--- src/rtl/edge_cnt_pkg.sv ---
// Shared definitions for the edge counter and its register wrappers.
//   edge_mode_e : edge-select encoding carried on mode_i
//   edge_hit()  : maps a mode plus rise/fall strobes to a single hit bit
package edge_cnt_pkg;

  typedef enum logic [1:0] {
    NONE = 2'd0,
    RISE = 2'd1,
    FALL = 2'd2,
    BOTH = 2'd3
  } edge_mode_e;

  localparam int unsigned EDGE_MIN_STAGE = 2;

  function automatic logic edge_hit(edge_mode_e mode, logic re, logic fe);
    logic hit;
    case (mode)
      RISE:    hit = re;
      FALL:    hit = fe;
      BOTH:    hit = re | fe;
      default: hit = 1'b0;
    endcase
    return hit;
  endfunction

endpackage

--- src/rtl/edge_det.sv ---
// Synchronizer plus edge detector for one asynchronous level.
//   clk_i   : clock (rising edge)
//   rst_n_i : asynchronous active-low reset, clears every flop
//   dat_i   : asynchronous input level
//   dat_o   : synchronized level (last synchronizer flop)
//   re_o    : registered one-cycle rising-edge strobe
//   fe_o    : registered one-cycle falling-edge strobe
// Latency: a level sampled at edge n shows on re_o/fe_o after edge n+STAGE.
module edge_det #(
  parameter int STAGE = 2
) (
  input  logic clk_i,
  input  logic rst_n_i,
  input  logic dat_i,
  output logic dat_o,
  output logic re_o,
  output logic fe_o
);

  logic [STAGE-1:0] sync_q;
  logic             dly_q;
  logic             re_q;
  logic             fe_q;
  logic             synced;

  assign synced = sync_q[STAGE-1];

  // Shift chain; bit 0 is the metastability-catching flop.
  always_ff @(posedge clk_i or negedge rst_n_i) begin
    if (!rst_n_i) begin
      sync_q <= '0;
      dly_q  <= 1'b0;
      re_q   <= 1'b0;
      fe_q   <= 1'b0;
    end else begin
      sync_q <= {sync_q[STAGE-2:0], dat_i};
      dly_q  <= synced;
      re_q   <= synced & ~dly_q;
      fe_q   <= ~synced & dly_q;
    end
  end

  assign dat_o = synced;
  assign re_o  = re_q;
  assign fe_o  = fe_q;

endmodule

--- src/rtl/edge_cnt.sv ---
// Edge counter: counts selected edges of an asynchronous level.
//   clk_i   : clock (rising edge)
//   rst_n_i : asynchronous active-low reset
//   dat_i   : asynchronous level to monitor
//   en_i    : counting enable (detection keeps running while low)
//   clr_i   : synchronous clear of count, overflow and pulses; beats a hit
//   mode_i  : edge select (NONE/RISE/FALL/BOTH)
//   cmp_i   : compare value for match_o
//   cnt_o   : registered edge count, wraps modulo 2^CNT_WIDTH
//   edge_o  : one-cycle pulse in the cycle an increment becomes visible
//   match_o : one-cycle pulse when an increment lands on cmp_i
//   ovf_o   : sticky wrap flag
module edge_cnt
  import edge_cnt_pkg::*;
#(
  parameter int STAGE     = 2,
  parameter int CNT_WIDTH = 16
) (
  input  logic                 clk_i,
  input  logic                 rst_n_i,
  input  logic                 dat_i,
  input  logic                 en_i,
  input  logic                 clr_i,
  input  logic [1:0]           mode_i,
  input  logic [CNT_WIDTH-1:0] cmp_i,
  output logic [CNT_WIDTH-1:0] cnt_o,
  output logic                 edge_o,
  output logic                 match_o,
  output logic                 ovf_o
);

  logic                 re;
  logic                 fe;
  logic                 sync_lvl;
  logic                 unused_lvl;
  logic                 hit;
  logic [CNT_WIDTH-1:0] cnt_inc;

  logic [CNT_WIDTH-1:0] cnt_q,   cnt_d;
  logic                 edge_q,  edge_d;
  logic                 match_q, match_d;
  logic                 ovf_q,   ovf_d;

  edge_det #(
    .STAGE(STAGE)
  ) u_edge_det (
    .clk_i  (clk_i),
    .rst_n_i(rst_n_i),
    .dat_i  (dat_i),
    .dat_o  (sync_lvl),
    .re_o   (re),
    .fe_o   (fe)
  );

  // The synchronized level itself is not needed here.
  assign unused_lvl = sync_lvl;

  // Enable and mode qualify the strobe at the counting edge only, so strobes
  // that fire while disabled are simply dropped.
  assign hit     = en_i & edge_hit(edge_mode_e'(mode_i), re, fe);
  assign cnt_inc = cnt_q + {{(CNT_WIDTH-1){1'b0}}, 1'b1};

  always_comb begin
    cnt_d   = cnt_q;
    ovf_d   = ovf_q;
    edge_d  = 1'b0;
    match_d = 1'b0;
    if (clr_i) begin
      // Clear wins; a coincident hit is lost.
      cnt_d = '0;
      ovf_d = 1'b0;
    end else if (hit) begin
      cnt_d   = cnt_inc;
      edge_d  = 1'b1;
      match_d = (cnt_inc == cmp_i);
      if (&cnt_q) begin
        ovf_d = 1'b1;
      end
    end
  end

  always_ff @(posedge clk_i or negedge rst_n_i) begin
    if (!rst_n_i) begin
      cnt_q   <= '0;
      edge_q  <= 1'b0;
      match_q <= 1'b0;
      ovf_q   <= 1'b0;
    end else begin
      cnt_q   <= cnt_d;
      edge_q  <= edge_d;
      match_q <= match_d;
      ovf_q   <= ovf_d;
    end
  end

  assign cnt_o   = cnt_q;
  assign edge_o  = edge_q;
  assign match_o = match_q;
  assign ovf_o   = ovf_q;

endmodule

--- config.mk ---
export PLATFORM = sky130hd
export DESIGN_NAME = edge_cnt
export DESIGN_NICKNAME = d
export VERILOG_FILES = /design/src/rtl/edge_cnt_pkg.sv /design/src/rtl/edge_det.sv /design/src/rtl/edge_cnt.sv
export SDC_FILE = /design/constraint.sdc
export NUM_CORES = 1
export LEC_CHECK = 0
export BUFFER_PORTS_ARGS = -buffer_cell sky130_fd_sc_hd__buf_2
export CAP_MARGIN = 5
export CORE_MARGIN = 2
export CORE_UTILIZATION = 55
export DETAILED_ROUTE_END_ITERATION = 8
export PLACE_DENSITY = 0.81
export SLEW_MARGIN = 20
export SYNTH_ARGS = -nofsm -noshare
export SYNTH_HDL_FRONTEND = slang
export SYNTH_SLANG_ARGS = --single-unit
--- constraint.sdc ---
create_clock -name clk_i -period 6 [get_ports clk_i]
set_input_delay 0 -clock clk_i [delete_from_list [all_inputs] [get_ports clk_i]]
set_output_delay 0 -clock clk_i [all_outputs]
set_load 0.03 [all_outputs]
### Word-level counts from Yosys, hierarchy flattened

Index checks and enable logic that the tools add are counted.

* reductions and logical operators: 4
* $add $sub $neg: 1
* equality and inequality tests: 4
* $mul: 0
* muxes and demuxes: 10
* shifts and indexed selects: 0
* div/mod/pow operators: 0
* bitwise gates (word level): 6
* order comparisons: 0

Operators by type and width (number)
* 16-bit two-way mux: 2
* 16-bit by 1-bit adder with 16-bit output (second input constant): 1
* 16-bit equality test: 1
* 16-bit AND reduction: 1
* 1-bit two-way mux: 7
* 2-bit equality test (second input constant): 2
* 2-bit nonzero test: 2
* 1-bit bitwise AND: 3
* 1-bit one-hot mux with 3 select lines: 1
* 2-bit by 1-bit equality test with 1-bit output (second input constant): 1
* 1-bit inverter: 2
* 2-bit AND reduction: 1
* 1-bit OR: 1

* memory bits (writable): 0
* output and inout port bits: 19
* input port bits: 23
* bits in registers: 24
* latch bits: 0
* bits in read-only memories: 0
* memories kept: 0
* word-level logic and storage cells: 33

### Longest topological paths before layout

* word-level depth: 5
* mapped depth: 7
* depth with buffers taken out: 6

### Modules after synthesis

Synthesis repeated with hierarchy kept, for this count alone.

* cells, all modules: 178
* area total of the unflattened synthesis: 1522.7 um^2

By module, submodules not included
* edge_cnt: seq. area each 475.5 um^2, area an instance 1382.6 um^2, instances 1, cells each 171
* edge_det: seq. area each 125.1 um^2, area an instance 140.1 um^2, instances 1, cells each 7

### Least setup slack after synthesis

No wires, ideal clock.

* path type: reg2reg
* from: register cnt_q[0] (netlist: cnt_o[0])
* to: register match_q (netlist: match_o)
* library setup time: 0.095 ns
* cell stages (with the launch flop): 8
* required time: 5.905 ns
* path buffers: 1
* period minus slack after synthesis: 2.238 ns
* path slack: 3.762 ns
* arrival time: 2.143 ns
* cells stage by stage: dfrtp_1 > ha_1 > buf_2 > nand3_1 > or4_4 > xnor2_1 > o211ai_1 > nor4b_2

* cells in the longest elaborated chain, start to end: 4

Ends and longest elaborated chain
* start: declaration: RTL line edge_cnt.sv:39 `logic [CNT_WIDTH-1:0] cnt_q, cnt_d;`
* start signal: assignment: RTL line edge_cnt.sv:89 `cnt_q <= cnt_d;`
* 16-bit by 1-bit adder with 16-bit output: RTL line edge_cnt.sv:61 `assign cnt_inc = cnt_q + {{(CNT_WIDTH-1){1'b0}}, 1'b1};`
* 16-bit equality test: RTL line edge_cnt.sv:75 `match_d = (cnt_inc == cmp_i);`
* 1-bit two-way mux: RTL line edge_cnt.sv:72 `end else if (hit) begin`
* 1-bit two-way mux: RTL line edge_cnt.sv:68 `if (clr_i) begin`
* net match_d: RTL line edge_cnt.sv:41 `logic match_q, match_d;`
* end signal: assignment: RTL line edge_cnt.sv:91 `match_q <= match_d;`
* end: declaration: RTL line edge_cnt.sv:41

The timed path passes the listed nets, and every way through them passes these cells.
A chain may end at the register's enable or synchronous reset.

### Worst setup path in the final report

Same ends and word-level chain as after synthesis.

==> flow_summary.yaml <==
status:
  status: "complete, no violations"
place:
  dp_hpwl_um: 2450
  dp_cells: 227
  place_congestion: 0.816
  io_buffers: 41
  placed_cell_area_um2: 1690
power:
  combPwrFrac: 0.124
  leakagePower_nw: 0.753
  switchingPower_mw: 0.0679
  power_density_nw_per_um2: 156
  power_frac_seq: 0.613
  power_frac_clock: 0.263
  switching_share: 0.251
  totalPowerFinal_mw: 0.271
  intPower_mw: 0.203
  irDropWorstVdd_mv: 0.162
cts:
  tritoncts: "built"
  cts_inserted_buffers: 3
  clockBufferDepth: 2
  h-tree-depth: 1
  cts.sinks: 24
  postCtsSetupRepairBufs: 0
  clk_pin_slew_ps: 130
  cts_root_buf: "clkbuf_4"
  clk_latency_ps: 320
synthesis:
  ys_types: 36
  netlist_area_um2: 1500
  synth_seq_cells: 24
  synthXorXnorAreaFrac: 0.210
  synth_top_family_by_area: "simple AND/OR/NAND/NOR gates"
  netlist_instances: 166
  synthFlopType: "dfrtp_1"
  synthMuxAreaShare: 0
  yosys_warnings: 0
  synth_edf_count: 0
  async_flop_share: 1.00
  synthAdderAreaFrac: 0.00833
  seq_area_frac_synth: 0.400
  synth_compound_area_frac: 0.0608
  synth_area_per_cell_um2: 9.04
  synth_simple_gate_area_share: 0.277
  synth_nets: 190
setup_path:
  cp.arrival_ps: 2530
  cp-end-kind: "register"
  worstSetupPathType: "register to register"
  cp.required_ps: 6240
  cpMaxStageDelayCell: "or4_4"
  crit_path_max_fanout: 8
  cp.buffers_inverters: 0
  path_delay_family: "simple AND/OR/NAND/NOR gates"
  critPathLaunchType: "register"
  timing.rr.start: "cnt_o[0]"
  max_stage_delay_ps: 600
  startpoint: "cnt_o[0]"
  worstPathCellList: "ha_1, nand3_1, or4_4, xnor2_1, o211ai_1, nor4b_2"
layout:
  area_delta_synth_final_pct: 15.6
  fin_nets: 228
  diodes: 0
  stdcell_count: 232
  fin_area_um2: 1740
  drive_above_1_share: 0.248
global_route:
  grt_max_degree: 25
  grt_pass1_wl_um: 5650
  grtUsageTotal: 0.226
  first_global_vias: 1283
  antenna_found_initial: 0
  overflow: 0
detailed_routing:
  first_pass_iters: 4
  top_layer: "met4"
  dr_total_vias: 1313
  drt-met1-wl_um: 1530
  drc: 0
  wl_met2_um: 1620
  wl_per_cell_um: 14.5
  wl_met3_um: 166
  vias_per_cell: 5.66
  wl_um: 3370
  final_antenna_net_count: 0
  drtIter0Drc: 30
hold_path:
  hold_path_startpoint: "clr_i"
  hold_path.class: "primary input to register"
timing:
  grt_setup_unrepaired: "false"
  report.final.hold_viol_count: 0
  fin_skew_ps: 7.26
  fin_tns_setup_ps: 0
  setup_violations: 0
  period_share: 0.382
  tightest_slew_ps: 544
  relSlewSlack: 0.637
  fmax_mhz: 437
  period_minus_slack_ps: 2290
  drv_slew: 0
floorplanning:
  io_pins: 42
  start_util: 0.595
  fp-row-count: 18
  coreArea_um2: 2520
  die_x_um: 56.3
  dieArea_um2: 3160
  die_y_um: 56.3
run:
  cap_viol_max_count: 0
==> final cells by class <==
cell class	count	area, µm²
Tap cell	30	37.5
Multi-Input combinational cell	128	835
Sequential cell	24	601
Timing Repair Buffer	43	225
Clock buffer	3	22.5
Fill cell	213	787
Inverter	4	15.0
==> repair_timing <==
action | CTS | global route
hold buffers | 2 | 0
gates resized for setup | 0 | 0
endpoints found under the hold margin | 25 | 0
==> cell usage after synthesis, types with 2 or more instances <==
library cell / instances / area, µm²
nor2b_1: 3 / 18.8
buf_2: 5 / 25.0
xnor2_1: 24 / 210
o211ai_1: 3 / 22.5
xor2_1: 12 / 105
o22ai_1: 2 / 12.5
or3_1: 2 / 12.5
dfrtp_1: 24 / 601
nand3_1: 5 / 25.0
o21ai_0: 2 / 10.0
nor3b_1: 4 / 30.0
nand4_1: 6 / 37.5
nor2_1: 26 / 97.6
nand2_1: 10 / 37.5
nor3_1: 5 / 25.0
inv_1: 4 / 15.0
nor4_1: 6 / 37.5
clkbuf_1: 4 / 15.0
or2_2: 2 / 12.5
==> logic make-up (layout without fill, tap and decap cells) <==
group                      after synthesis  count (layout)
DFF                                     24              24
and+or+nand+nor                         78              78
adders and majority gates                1               1
xor gates and xnor gates                36              36
buffers and inverters                   14              50
AOI/OAI and AO/OA                       13              13
==> sequential cells by signal, indices dropped and copies added (netlist names) <==
register	count
cnt_o	16
u_edge_det.sync_q	2
u_edge_det.re_o	1
ovf_o	1
u_edge_det.dly_q	1
match_o	1
edge_o	1
u_edge_det.fe_o	1
==> cell usage in the layout (no fill, tap or decap), types with 2 or more instances in the layout <==
| cell | count |
|---|---|
| o211ai_1 | 3 |
| dfrtp_1 | 24 |
| nor3b_1 | 4 |
| or3_1 | 2 |
| nor2_1 | 26 |
| inv_1 | 4 |
| nand2_1 | 10 |
| buf_2 | 41 |
| nand3_1 | 5 |
| xnor2_1 | 24 |
| o22ai_1 | 2 |
| nand4_1 | 6 |
| xor2_1 | 12 |
| o21ai_0 | 2 |
| dlygate4sd3_1 | 2 |
| nor4_1 | 6 |
| nor3_1 | 5 |
| nor2b_1 | 3 |
| or2_2 | 2 |
| clkbuf_4 | 3 |
==> metrics by stage <==
stage,util,hold slack [ps],setup slack [ps]
2_1_floorplan,-,-296,3760
3_3_place_gp,0.671,3.83,3880
3_5_place_dp,0.671,16.0,3760
4_1_cts,0.688,52.7,3730
5_1_grt,0.688,66.3,3540
6_report,0.688,50.3,3710
==> power groups by stage <==
stage                     registers [mW]  logic, mW  clock network [mW]
final                              0.166     0.0336              0.0712
after floorplan                    0.170     0.0162                   0
after global routing               0.166     0.0374              0.0790
after global placement             0.169     0.0317                   0
after CTS                          0.166     0.0339              0.0728
after detailed placement           0.169     0.0328                   0
==> path summary, 6_finish.rpt <==
check | end | slack, ps | cells after the start
setup / recovery | match_o | 3710 | 6
hold / removal | cnt_o[9] | 50 | 2
setup reg to reg | match_o | 3710 | 6
hold reg to reg | u_edge_det.sync_q[1] | 370 | 0
max in group asynchronous | cnt_o[6] | 5460 | 2
min in group asynchronous | cnt_o[4] | 180 | 2
==> per-layer routing <==
metal,vias to the layer above,GRT usage
li1,642,-
met1,627,0.280
met2,37,0.366
met3,7,0.0461
met4,0,0.126
met5,-,0
Power figures use the tool's default switching activity.
